==> src/rtl/lagarto_fp_norm.sv <==
// Two-stage mantissa normalizer: S1 captures the operand and counts leading zeros,
// S2 shifts the leading one to bit 63, clamping the shift so the exponent stays >= EXP_MIN.

module lagarto_fp_norm_lzc8 (
  input  logic [7:0] d,
  output logic [2:0] cnt,
  output logic       zero
);
  // Ascending scan so the highest set bit is the last to write cnt.
  always_comb begin
    cnt = '0;
    for (int i = 0; i < 8; i++)
      if (d[i]) cnt = 3'(7 - i);
  end

  assign zero = ~|d;
endmodule

module lagarto_fp_norm #(
  parameter int EXP_W   = 13,
  parameter int EXP_MIN = 1
) (
  input  logic             clk,
  input  logic             rsn,
  input  logic             flush_i,
  input  logic             valid_i,
  output logic             ready_o,
  input  logic [63:0]      mant_i,
  input  logic [EXP_W-1:0] exp_i,
  output logic             valid_o,
  input  logic             ready_i,
  output logic [63:0]      mant_o,
  output logic [EXP_W-1:0] exp_o,
  output logic [5:0]       shamt_o,
  output logic             zero_o,
  output logic             tiny_o
);
  localparam int GRPS = 8;
  localparam logic [EXP_W:0] EMIN_W = (EXP_W+1)'(EXP_MIN);

  logic [2:1] vld_pipe;
  logic       s2_en, s1_to_s2, in_xfer;

  // ---------------- S1: leading-zero tree over 8-bit groups ----------------
  logic [GRPS-1:0][7:0] grp;
  logic [GRPS-1:0][2:0] grp_cnt;
  logic [GRPS-1:0]      grp_zero;
  logic [5:0]           in_lzc;
  logic                 in_zero;

  assign grp = mant_i;

  for (genvar g = 0; g < GRPS; g++) begin : g_lzc
    lagarto_fp_norm_lzc8 u_lzc8 (
      .d    (grp[g]),
      .cnt  (grp_cnt[g]),
      .zero (grp_zero[g])
    );
  end

  // grp[7] holds the top byte; the highest non-empty group wins.
  always_comb begin
    in_lzc = '0;
    for (int g = 0; g < GRPS; g++)
      if (!grp_zero[g]) in_lzc = {3'(GRPS - 1 - g), grp_cnt[g]};
  end

  assign in_zero = &grp_zero;

  logic [63:0]      s1_mant;
  logic [EXP_W-1:0] s1_exp;
  logic [5:0]       s1_lzc;
  logic             s1_zero;

  // ---------------- handshake ----------------
  assign s2_en    = ~vld_pipe[2] | ready_i;
  assign s1_to_s2 = vld_pipe[1] & s2_en;
  assign ready_o  = ~vld_pipe[1] | s2_en;
  assign in_xfer  = valid_i & ready_o;

  always_ff @(posedge clk or negedge rsn) begin
    if (!rsn) begin
      vld_pipe <= '0;
    end else if (flush_i) begin
      vld_pipe <= '0;
    end else begin
      vld_pipe[1] <= in_xfer | (vld_pipe[1] & ~s1_to_s2);
      vld_pipe[2] <= s1_to_s2 | (vld_pipe[2] & ~ready_i);
    end
  end

  always_ff @(posedge clk or negedge rsn) begin
    if (!rsn) begin
      s1_mant <= '0;
      s1_exp  <= '0;
      s1_lzc  <= '0;
      s1_zero <= 1'b0;
    end else if (in_xfer) begin
      s1_mant <= mant_i;
      s1_exp  <= exp_i;
      s1_lzc  <= in_lzc;
      s1_zero <= in_zero;
    end
  end

  // ---------------- S2: clamp, shift, adjust ----------------
  logic [EXP_W:0] allow_w;
  logic [5:0]     allow6, shamt;
  logic           clip;

  assign allow_w = {s1_exp[EXP_W-1], s1_exp} - EMIN_W;

  // Negative headroom means no shift at all; anything past 63 cannot limit a 64-bit shift.
  always_comb begin
    if (allow_w[EXP_W])              allow6 = 6'd0;
    else if (|allow_w[EXP_W-1:6])    allow6 = 6'd63;
    else                             allow6 = allow_w[5:0];
  end

  assign clip  = s1_lzc > allow6;
  assign shamt = s1_zero ? 6'd0 : (clip ? allow6 : s1_lzc);

  always_ff @(posedge clk or negedge rsn) begin
    if (!rsn) begin
      mant_o  <= '0;
      exp_o   <= '0;
      shamt_o <= '0;
      zero_o  <= 1'b0;
      tiny_o  <= 1'b0;
    end else if (s1_to_s2) begin
      mant_o  <= s1_mant << shamt;
      exp_o   <= s1_exp - {{(EXP_W-6){1'b0}}, shamt};
      shamt_o <= shamt;
      zero_o  <= s1_zero;
      tiny_o  <= ~s1_zero & clip;
    end
  end

  assign valid_o = vld_pipe[2];
endmodule

==> config.mk <==
export PLATFORM = sky130hd
export DESIGN_NAME = lagarto_fp_norm
export DESIGN_NICKNAME = d
export VERILOG_FILES = /design/src/rtl/lagarto_fp_norm.sv
export SDC_FILE = /design/constraint.sdc
export NUM_CORES = 1
export LEC_CHECK = 0
export ABC_CLOCK_PERIOD_IN_PS = 13180
export CELL_PAD_IN_SITES_DETAIL_PLACEMENT = 2
export CELL_PAD_IN_SITES_GLOBAL_PLACEMENT = 2
export CORE_MARGIN = 1.5
export CORE_UTILIZATION = 37
export CTS_CLUSTER_SIZE = 20
export DETAILED_ROUTE_END_ITERATION = 10
export GPL_ROUTABILITY_DRIVEN = 0
export GPL_TIMING_DRIVEN = 0
export PLACE_DENSITY = 0.95
export SKIP_LAST_GASP = 1
export SLEW_MARGIN = 25
export SYNTH_ARGS = -nofsm -noshare
export SYNTH_HDL_FRONTEND = slang
export SYNTH_SLANG_ARGS = --single-unit
==> constraint.sdc <==
create_clock -name clk -period 13.18 [get_ports clk]
set_input_delay 2.636 -clock clk [delete_from_list [all_inputs] [get_ports clk]]
set_output_delay 2.636 -clock clk [all_outputs]
set_load 0.02 [all_outputs]
==> key figures, run 1 <==
STA
  • Fmax: 128 MHz
  • Final slew viol count: 0
  • Rel. slew slack: 19.5%
  • Hold Vio Cnt, Final: 0
  • Period minus WS final: 7.82 ns
  • Final worst clock skew: 0.0164 ns
  • Worst-Margin Slew: 1.20 ns
  • Unrepaired setup endpoints after global routing: false
  • Setup TNS: 0 ns
  • Worst Slack Setup Final: 5.36 ns
  • Final worst-path cycle share: 59.3%
  • Final setup fails: 0

Floorplanning
  • DIE AREA: 33100 um^2
  • I/O pin count: 169
  • Placeable Area: 31600 um^2
  • Die X: 182 um
  • Die Y: 182 um
  • Initial Utilization: 37.6%
  • # rows: 65

Detailed routing
  • Drc violations: 0
  • Drt total wl: 60700 um
  • Via count: 12800
  • Final ANT Viol Nets: 0
  • Pre-Repair DR Iteration Count: 5
  • Vias per inst: 6.70
  • Average wire per standard cell: 31.8 um
  • Starting DRC count in detailed routing: 1365

Final layout
  • Nets@finish: 1591
  • # fillers: 3406
  • Area grow syn2layout: 23.6%
  • Ratio of cells with drive above 1 in the final layout: 12.2%
  • Antenna Diode Count: 0
  • Finished Cell Area: 14700 um^2

Place
  • Pre-CTS WS: 5.71 ns
  • DP HPWL: 45500 um
  • Port Buffers: 168
  • DP Area: 14100 um^2

Run
  • Max Cap Viol: 0

Hold path
  • Worst Hold Class: flip-flop to flip-flop
  • Hold Path Depth: 2

Pwr
  • Power Dens Cells: 152 nW/um^2
  • Tot Pwr: 2.22 mW
  • Leak Pwr: 6.07 nW
  • Worst VDD drop: 111 uV

Critical path
  • CP Class: flip-flop to flip-flop
  • FF-to-FF path depth: 27
  • Critical path required time: 13.50 ns
  • WP data arrival: 8.13 ns
  • Worst setup SP type: flip-flop
  • Maximum fanout along the worst path: 10
  • Worst Setup End Kind: flip-flop

Global route
  • GRT overflow: 0
  • Vias in the first global route: 13900
  • Antenna violations before repair: 0
  • Largest net degree at the start of global routing: 88
  • First-pass GRT wire length: 91500 um
  • All-Layer GR Usage: 37.0%

CTS
  • Num CTS Buffers: 17
  • Post-cts resize count: 0
  • Clock-pin slew on the worst setup and hold paths: 0.08 ns
  • # clock sinks: 171
  • Clk_lat worst skew: 0.47 ns
  • Htree depth: 4
  • Clock tree root buffer cell: clkbuf_16
  • CTS tree: built
  • Hold buffers post-CTS: 0
  • Post-CTS Setup Bufs: 0
  • Max clock buf depth: 2

Yosys
  • Yosys reg bits: 171
  • Register area share after synthesis: 36.1%
  • Post-Syn Instances: 1307
  • Post-synth cell types: 83
  • Synthesized area: 11900 um^2
  • Most used DFF post-synth: dfrtp_1
  • Post-Syn Area per Cell: 9.07 um^2
  • EDFF count, synth: 0
  • Synthesized net count: 1403
  • Ys async rst share: 100%
  • Synth warn: 0

Run status
  • Status: completed
==> final timing paths <==
path,start,endpoint,slack [ns]
worst max-delay path,s1_exp[1],exp_o[10],5.36
worst min-delay path,mant_o[18],mant_o[18],0.50
worst max register to register,s1_exp[1],exp_o[10],5.36
worst min register to register,mant_o[18],mant_o[18],0.50
max in group asynchronous,rsn,exp_o[12],10.13
min in group asynchronous,rsn,s1_mant[26],2.13
==> state kept, by name, indices dropped and copies added, names as in the netlist <==
| register | cells |
|---|---|
| s1_exp | 13 |
| tiny_o | 1 |
| mant_o | 64 |
| exp_o | 13 |
| zero_o | 1 |
| s1_mant | 64 |
| s1_zero | 1 |
| vld_pipe | 2 |
| shamt_o | 6 |
| s1_lzc | 6 |
==> per-layer routing <==
metal / up-vias / share of wire [%] / track usage, %
li1: 5250 / - / -
met1: 6491 / 39 / 45.5
met2: 788 / 46 / 60.0
met3: 249 / 8.9 / 8.92
met4: 0 / 5.7 / 19.9
met5: - / 0 / 0
==> placed cells by master, fill, tap and decap left out, drive strengths merged, types with 10 or more instances in the layout <==
master	Yosys	final
a211oi	14	14
a21oi	65	65
a221oi	11	11
a22o	20	20
a22oi	44	44
a31oi	13	13
buf	49	51
clkbuf	34	55
clkdlybuf4s50	0	167
dfrtp	171	171
ha	13	13
inv	23	24
mux2	76	76
mux2i	141	141
nand2	209	209
nand3	39	39
nor2	84	84
nor3	19	19
nor4	15	15
o211ai	14	14
o21ai	91	91
o22ai	17	17
o31ai	10	10
xnor2	12	12
==> synth_stat cells, types with 5 or more instances <==
library cell | n | share of area, %
a211oi_1 | 12 | 0.76
a21o_1 | 7 | 0.44
a21oi_1 | 65 | 2.7
a221o_1 | 5 | 0.42
a221oi_1 | 7 | 0.52
a22o_1 | 20 | 1.5
a22oi_1 | 43 | 2.7
a31oi_1 | 12 | 0.63
a32oi_1 | 6 | 0.44
and2_1 | 5 | 0.26
and3_1 | 5 | 0.26
buf_1 | 12 | 0.38
buf_2 | 20 | 0.84
buf_6 | 12 | 1.1
clkbuf_1 | 34 | 1.1
dfrtp_1 | 171 | 36
ha_1 | 13 | 1.4
inv_1 | 18 | 0.57
mux2_2 | 74 | 7.0
mux2i_1 | 131 | 11
mux2i_2 | 8 | 0.93
nand2_1 | 209 | 6.6
nand2b_1 | 6 | 0.32
nand3_1 | 39 | 1.6
nand4_1 | 5 | 0.26
nor2_1 | 81 | 2.6
nor2b_1 | 7 | 0.37
nor3_1 | 18 | 0.76
nor4_1 | 14 | 0.74
o211ai_1 | 14 | 0.89
o21a_1 | 7 | 0.44
o21ai_0 | 77 | 3.2
o21ai_1 | 13 | 0.55
o221ai_1 | 9 | 0.66
o22ai_1 | 16 | 0.84
o31ai_1 | 9 | 0.57
or3_1 | 9 | 0.47
xnor2_1 | 12 | 0.89
==> through the flow <==
stage               cells  utilization, %  hold WS (ns)
finish               1908            46.5         0.498
global route         1908            46.5         0.529
CTS                  1908            46.5         0.498
detailed placement   1878            44.6         0.478
global placement     1877            44.5         0.463
floorplan            1307               -         0.470
==> kinds of logic (layout without fill, tap and decap cells) <==
kind of cell,count (synthesis),count (layout),synth area share [%]
fa+ha+maj,14,14,1.54
simple gates,415,415,15.5
mux,217,217,19.6
buf+inv,106,305,4.61
flops,171,171,36.1
compound gates,369,369,21.5
xor+xnor,15,15,1.11
==> final cells by class <==
class,count,area [um^2],area share [%]
flip-flops and latches,171,4280,29.2
multi-input cells,1030,7030,48.0
well taps,402,503,3.43
repair buffers,169,1710,11.7
clock buffers,21,470,3.21
clock inverters,9,115,0.785
inverters,23,88.8,0.606
plain buffers,83,458,3.12
==> power by group <==
part / internal, mW / switching [mW]
registers: 0.620 / 0.0990
logic: 0.367 / 0.610
clock network: 0.293 / 0.235
total: 1.28 / 0.944
==> worst max-delay path, stage by stage (launching register included) <==
cell	delay [ns]
dfrtp_1	0.43
inv_1	0.16
ha_1	0.25
nor3b_1	0.59
a32oi_1	0.14
o32a_1	0.31
or3_1	0.41
o21ai_0	0.25
ha_1	0.27
and4_1	0.25
o21a_1	0.18
o311a_1	0.44
nand2_1	0.16
a22oi_1	0.17
inv_2	0.16
buf_2	0.29
buf_1	0.57
clkbuf_1	0.55
ha_1	0.38
nor2b_1	0.15
o21ai_0	0.20
nand2b_1	0.15
a21o_1	0.21
a21oi_1	0.25
nand2b_1	0.16
nor4_1	0.25
xnor2_1	0.17
o21ai_0	0.12
(Power assumes the default switching activity.)
==> run 2, diff against run 1 <==
Settings changed: ABC_CLOCK_PERIOD_IN_PS 13180 to 6500, CORE_UTILIZATION 37 to 31, PLACE_DENSITY 0.95 to 0.87.
Clock period 13.18 ns to 6.5 ns, I/O delays scaled along.
==> run 2 against run 1 <==
Against the previous run:
- first-iteration DRC count fell by 14%
- clock skew fell by 0.0016 ns
- clock power rose by 99%
- via count fell by 2.9%
- critical path depth fell by 8
- setup slack got worse by 5.2 ns
- combinational power rose by 99%
- utilization fell by 6.9 points
- power rose by 99%
- sequential cell count did not move
- critical path type unchanged
- largest cell class unchanged
==> key figures, run 2 (synthesis results as in run 1) <==
Place
  • Pre-CTS WS: -0.730 ns
  • DP Area: 14200 um^2
  • Port Buffers: 168
  • DP HPWL: 45000 um

Run status
  • Status: completed

Global route
  • Met2 usage: 47.8%
  • All-Layer GR Usage: 29.4%
  • Largest net degree at the start of global routing: 93
  • Vias in the first global route: 13300
  • Met1 Use GR: 39.1%
  • Antenna violations before repair: 0
  • M3 GR Usage: 3.95%
  • First-pass GRT wire length: 86000 um
  • GRT overflow: 0
  • GR peak layer: met2

Final layout
  • Most common cell after layout, fill and taps aside: nand2_1
  • Nets@finish: 1592
  • Antenna Diode Count: 0
  • Top Registers: mant_o x64, s1_mant x64
  • Multi-input gate area: 7120 um^2
  • FF+latch area: 4280 um^2
  • Layout Utilization: 39.6%
  • Finished Cell Area: 14900 um^2
  • Commonest cells after routing, fill and taps aside: 209 x nand2_1, 171 x dfrtp_1, 167 x clkdlybuf4s50_1
  • # fillers: 4252
  • Ratio of cells with drive above 1 in the final layout: 13.6%
  • Area grow syn2layout: 25.8%

Floorplanning
  • I/O pin count: 169
  • # rows: 71
  • Die Y: 199 um
  • Die X: 199 um
  • Initial Utilization: 31.5%
  • Placeable Area: 37700 um^2
  • DIE AREA: 39400 um^2

Detailed routing
  • Drt total wl: 57900 um
  • Final ANT Viol Nets: 0
  • Drc violations: 0
  • Vias per inst: 6.14
  • Pre-Repair DR Iteration Count: 5
  • Starting DRC count in detailed routing: 1175
  • Average wire per standard cell: 28.7 um
  • Via count: 12400

Hold path
  • Hold Path Depth: 1
  • Worst Hold Class: flip-flop to flip-flop

Critical path
  • WP data arrival: 6.62 ns
  • Worst Setup End Kind: flip-flop
  • Maximum fanout along the worst path: 19
  • Worst setup SP type: flip-flop
  • Critical path required time: 6.83 ns
  • CP Class: flip-flop to flip-flop
  • FF-to-FF path depth: 19

Pwr
  • Clk pwr share: 23.6%
  • Leak Pwr: 6.12 nW
  • Power Dens Cells: 297 nW/um^2
  • Tot Pwr: 4.43 mW
  • Sequential Power Share: 32.6%
  • Worst VDD drop: 189 uV
  • Comb power frac: 43.8%
  • Sw Pwr: 1.91 mW
  • Int Pwr: 2.52 mW
  • Sw Ratio: 43.1%

CTS
  • Clock tree root buffer cell: clkbuf_16
  • Clock-pin slew on the worst setup and hold paths: 0.08 ns
  • Clk_lat worst skew: 0.47 ns
  • # clock sinks: 171
  • Max clock buf depth: 2
  • Htree depth: 4
  • CTS tree: built
  • Num CTS Buffers: 17
  • Hold buffers post-CTS: 0

STA
  • Worst-Margin Slew: 1.11 ns
  • Worst Slack Setup Final: 0.212 ns
  • Worst hold margin: 0.497 ns
  • Final slew viol count: 0
  • Final worst clock skew: 0.0148 ns
  • Rel. slew slack: 25.5%
  • Period minus WS final: 6.29 ns
  • Final worst-path cycle share: 96.7%
  • Final setup fails: 0
  • Hold Vio Cnt, Final: 0
  • Fmax: 159 MHz

Run
  • Max Cap Viol: 0
[run 2: cell count changes in the layout (fill, tap and decap cells not counted), moves of 4 or more]
cell / delta
inv_8: +5
inv_6: +4
buf_4: +7
buf_2: -5
[run 2: power by group through the flow]
| stage | sequential (mW) | combinational, mW | clock (mW) |
|---|---|---|---|
| 3_5_place_dp | 1.46 | 1.86 | 0 |
| 4_1_cts | 1.44 | 1.87 | 1.06 |
| 3_3_place_gp | 1.44 | 1.78 | 0 |
| 2_1_floorplan | 1.57 | 0.860 | 0 |
| 6_report | 1.45 | 1.94 | 1.05 |
| 5_1_grt | 1.47 | 2.02 | 1.09 |
[run 2: worst paths after layout]
path | slack, ns | startpoint | endpoint
hold / removal | 0.50 | shamt_o[5] | shamt_o[5]
min in group asynchronous | 0.80 | rsn | exp_o[10]
setup / recovery | 0.21 | s1_exp[8] | mant_o[58]
hold reg to reg | 0.50 | shamt_o[5] | shamt_o[5]
max in group asynchronous | 4.76 | rsn | s1_mant[10]
setup reg to reg | 0.21 | s1_exp[8] | mant_o[58]
[run 2: critical path: stages, from the launching register on]
cell,delay (ns)
dfrtp_1,0.48
or4_4,0.61
o221a_4,0.30
or3_1,0.45
o21ai_0,0.22
ha_1,0.26
and4_1,0.26
o21a_4,0.17
o311a_4,0.40
a211oi_2,0.23
a21o_1,0.12
buf_6,0.23
inv_4,0.09
buf_6,0.17
mux2i_1,0.61
mux2i_1,0.23
mux2i_1,0.41
o21ai_0,0.27
mux2i_1,0.47
o21ai_1,0.14
[run 2: layout make-up]
class / instances / area share, %
plain buffers: 80 / 3.18
clock buffers: 17 / 2.85
clock inverters: 15 / 0.965
inverters: 23 / 0.612
multi-input cells: 1030 / 47.7
flip-flops and latches: 171 / 28.7
well taps: 511 / 4.29
repair buffers: 173 / 11.7
[run 2: through the flow]
| step | setup TNS [ns] | cells |
|---|---|---|
| 2_1_floorplan | 0 | 1307 |
| 3_3_place_gp | -492.21 | 1986 |
| 3_5_place_dp | -4.31 | 1987 |
| 4_1_cts | 0 | 2018 |
| 5_1_grt | -0.0207 | 2020 |
| 6_report | 0 | 2020 |
[run 2: what timing repair did]
item | CTS | global route
pin swaps | 1 | 2
resized for setup | 7 | 24
buffers inserted | 2 | 2
setup endpoints to repair | 17 | 24
[run 2: per-layer routing]
layer	vias to the layer above	part of all wire, %	wire length (um)
met5	-	0	0
met4	0	4.1	2390
met3	161	6.9	3980
met2	656	46	26700
met1	6352	43	24800
li1	5241	-	-
==> variant 1 (flow settings as in run 1) <==
`EXP_W`: 13 -> 9.
--- a/src/rtl/lagarto_fp_norm.sv
+++ b/src/rtl/lagarto_fp_norm.sv
@@ -18,5 +18,5 @@
 
 module lagarto_fp_norm #(
-  parameter int EXP_W   = 13,
+  parameter int EXP_W   = 9,
   parameter int EXP_MIN = 1
 ) (
Interface: changed (resized exp_i and exp_o); port bits go from 169 to 161. The function was not compared with the original's and may differ.
==> variant 1 against run 1 <==
  * Critical endpoint is now exp_o[8]
  * Utilization increased by 0.42 points
  * Sequential cell count shrank 8
  * Total power increased by 2.8%
  * Non-clock buffer count grew 5
  * Worst setup slack got worse by 0.084 ns
  * Cell count rose by 2.4%
  * Design area down 1.4%
  * Critical path depth is 1 higher
  * Global-route usage is 2.5 points higher
  * Sequential share of layout area is 0.96 points lower
  * Synthesized area shrank 1.7%
  * Wire length rose by 5.6%
==> variant 1: results (changes against run 1) <==
outcome:
  outcome: "finished clean"  # unchanged
critical_path:
  timing.rr.end: "exp_o[8]"  # was exp_o[10]
  setup.worst_path.end: "exp_o[8]"  # was exp_o[10]
  ff2ff_path_depth: 28  # was 27
  required_ns: 13.57  # was 13.50 ns
  crit_arrival_ns: 8.29  # was 8.13 ns
  path_max_fanout: 10  # unchanged
  slowest_stage: "nor4_1"  # was nor3b_1
  critPathLaunch: "s1_exp[1]"  # unchanged
  max_stage_delay_ns: 0.65  # was 0.59 ns
  crit_family: "buffers and inverters"  # was compound AO/OA/AOI/OAI gates
logic_synthesis:
  synthAdderAreaFrac_pct: 1.57  # was 1.54%
  synthCells: 1364  # was 1307
  ys_top_cells_by_area: "dfrtp_1, mux2i_1, mux2_2, nand2_1, o21ai_0"  # unchanged
  ys_top_cells_by_count: "nand2_1, dfrtp_1, o21ai_0"  # was nand2_1, dfrtp_1, mux2i_1
  synth_xor_xnor_area_share_pct: 0.676  # was 1.11%
  synth_seq_area_share_pct: 35.0  # was 36.1%
  yosysWarnings: 0  # unchanged
  synth_nets: 1456  # was 1403
  synth_compound_area_share_pct: 21.6  # was 21.5%
  synthDistinctLibCells: 76  # was 83
  synthMuxAreaShare_pct: 17.3  # was 19.6%
grt:
  gr-usage-met2_pct: 63.8  # was 60.0%
  grt_pass1_wl_um: 97200  # was 91500 um
  grtUsageMet1_pct: 48.1  # was 45.5%
  grtUsageTotal_pct: 39.6  # was 37.0%
  antenna_found_initial: 1  # was 0
  grt_use_met3_pct: 8.27  # was 8.92%
  grt_max_degree: 87  # was 88
  grt_pass1_vias: 14700  # was 13900
power:
  irDropWorstVdd_uv: 106  # was 111 uV
  switching_share_pct: 42.8  # was 42.4%
  power_leakage_nw: 5.87  # was 6.07 nW
placed_design:
  preCtsSetupSlack_ns: 6.02  # was 5.71 ns
  dpl_cell_area_um2: 13800  # was 14100 um^2
  io_buffer_count: 160  # was 168
  dpl.hpwl_um: 45100  # was 45500 um
  dp.cells: 1921  # was 1878
timing:
  slew_headroom_pct: 24.2  # was 19.5%
  fin_worst_skew_ns: 0.0172  # was 0.0164 ns
drt:
  dr.pass1.iters: 6  # was 5
  routedWlPerCell_um: 32.8  # was 31.8 um
  vias: 13600  # was 12800
  post_drt_via_cell_ratio: 6.94  # was 6.70
  drt_iter0_drc: 1605  # was 1365
cells_and_area:
  nets: 1636  # was 1591
  biggestRegsByFlops: "mant_o x64, s1_mant x64"  # unchanged
  drive_gt1_share_pct: 10.3  # was 12.2%
  fillers: 3275  # was 3406
clock_tree:
  cts_max_path_buffers: 2  # unchanged
  post_cts_buffers: 0  # unchanged
  h-tree-depth: 4  # unchanged
  cts_buffers: 17  # unchanged
  clk_latency_ns: 0.47  # about the same
hold_path:
  hold_path_class: "flop to flop"  # unchanged
## variant 1: changes by cell type after synthesis, moves of 13 or more
cell and delta:
clkbuf_1 +28, nor2_1 +13, a21oi_1 -13, nor3_1 +15, o21ai_0 +39, nand2_1 -36
nand3_1 +66, a22oi_1 -31, mux2i_1 -26
## variant 1: power by group through the flow
stage / combinational (mW) / sequential (mW) / clock, mW
floorplan: 0.422 / 0.748 / 0
global placement: 0.876 / 0.683 / 0
detailed placement: 0.924 / 0.695 / 0
CTS: 0.956 / 0.690 / 0.591
global route: 1.03 / 0.702 / 0.607
finish: 1.00 / 0.695 / 0.593
## variant 1: final cells by class
| type | count | area [um^2] | area share [%] |
|---|---|---|---|
| Sequential cell | 163 | 4080 | 28.2 |
| Buffer | 96 | 442 | 3.06 |
| Timing Repair Buffer | 161 | 1630 | 11.3 |
| Inverter | 29 | 109 | 0.753 |
| Antenna cell | 1 | 2.50 | 0.0173 |
| Multi-Input combinational cell | 1076 | 7030 | 48.6 |
| Tap cell | 396 | 495 | 3.43 |
| Clock inverter | 11 | 200 | 1.39 |
| Clock buffer | 21 | 460 | 3.19 |
## variant 1: worst min-delay path by stage
stage | start | endpoint | slack [ns] | cells after the start
3_5_place_dp | mant_o[7] | mant_o[7] | 0.47 | 2
2_1_floorplan | s1_lzc[0] | s1_lzc[0] | 0.46 | 2
4_1_cts | mant_o[7] | mant_o[7] | 0.49 | 2
6_report | mant_o[7] | mant_o[7] | 0.48 | 2
5_1_grt | mant_o[7] | mant_o[7] | 0.52 | 2
3_3_place_gp | exp_o[8] | exp_o[8] | 0.45 | 2
## variant 1: layer usage
layer  vias up  wire, um
met3       293      5540
met2       962     29300
met5         -         0
met1      6848     24900
met4         0      4400
li1       5457         -
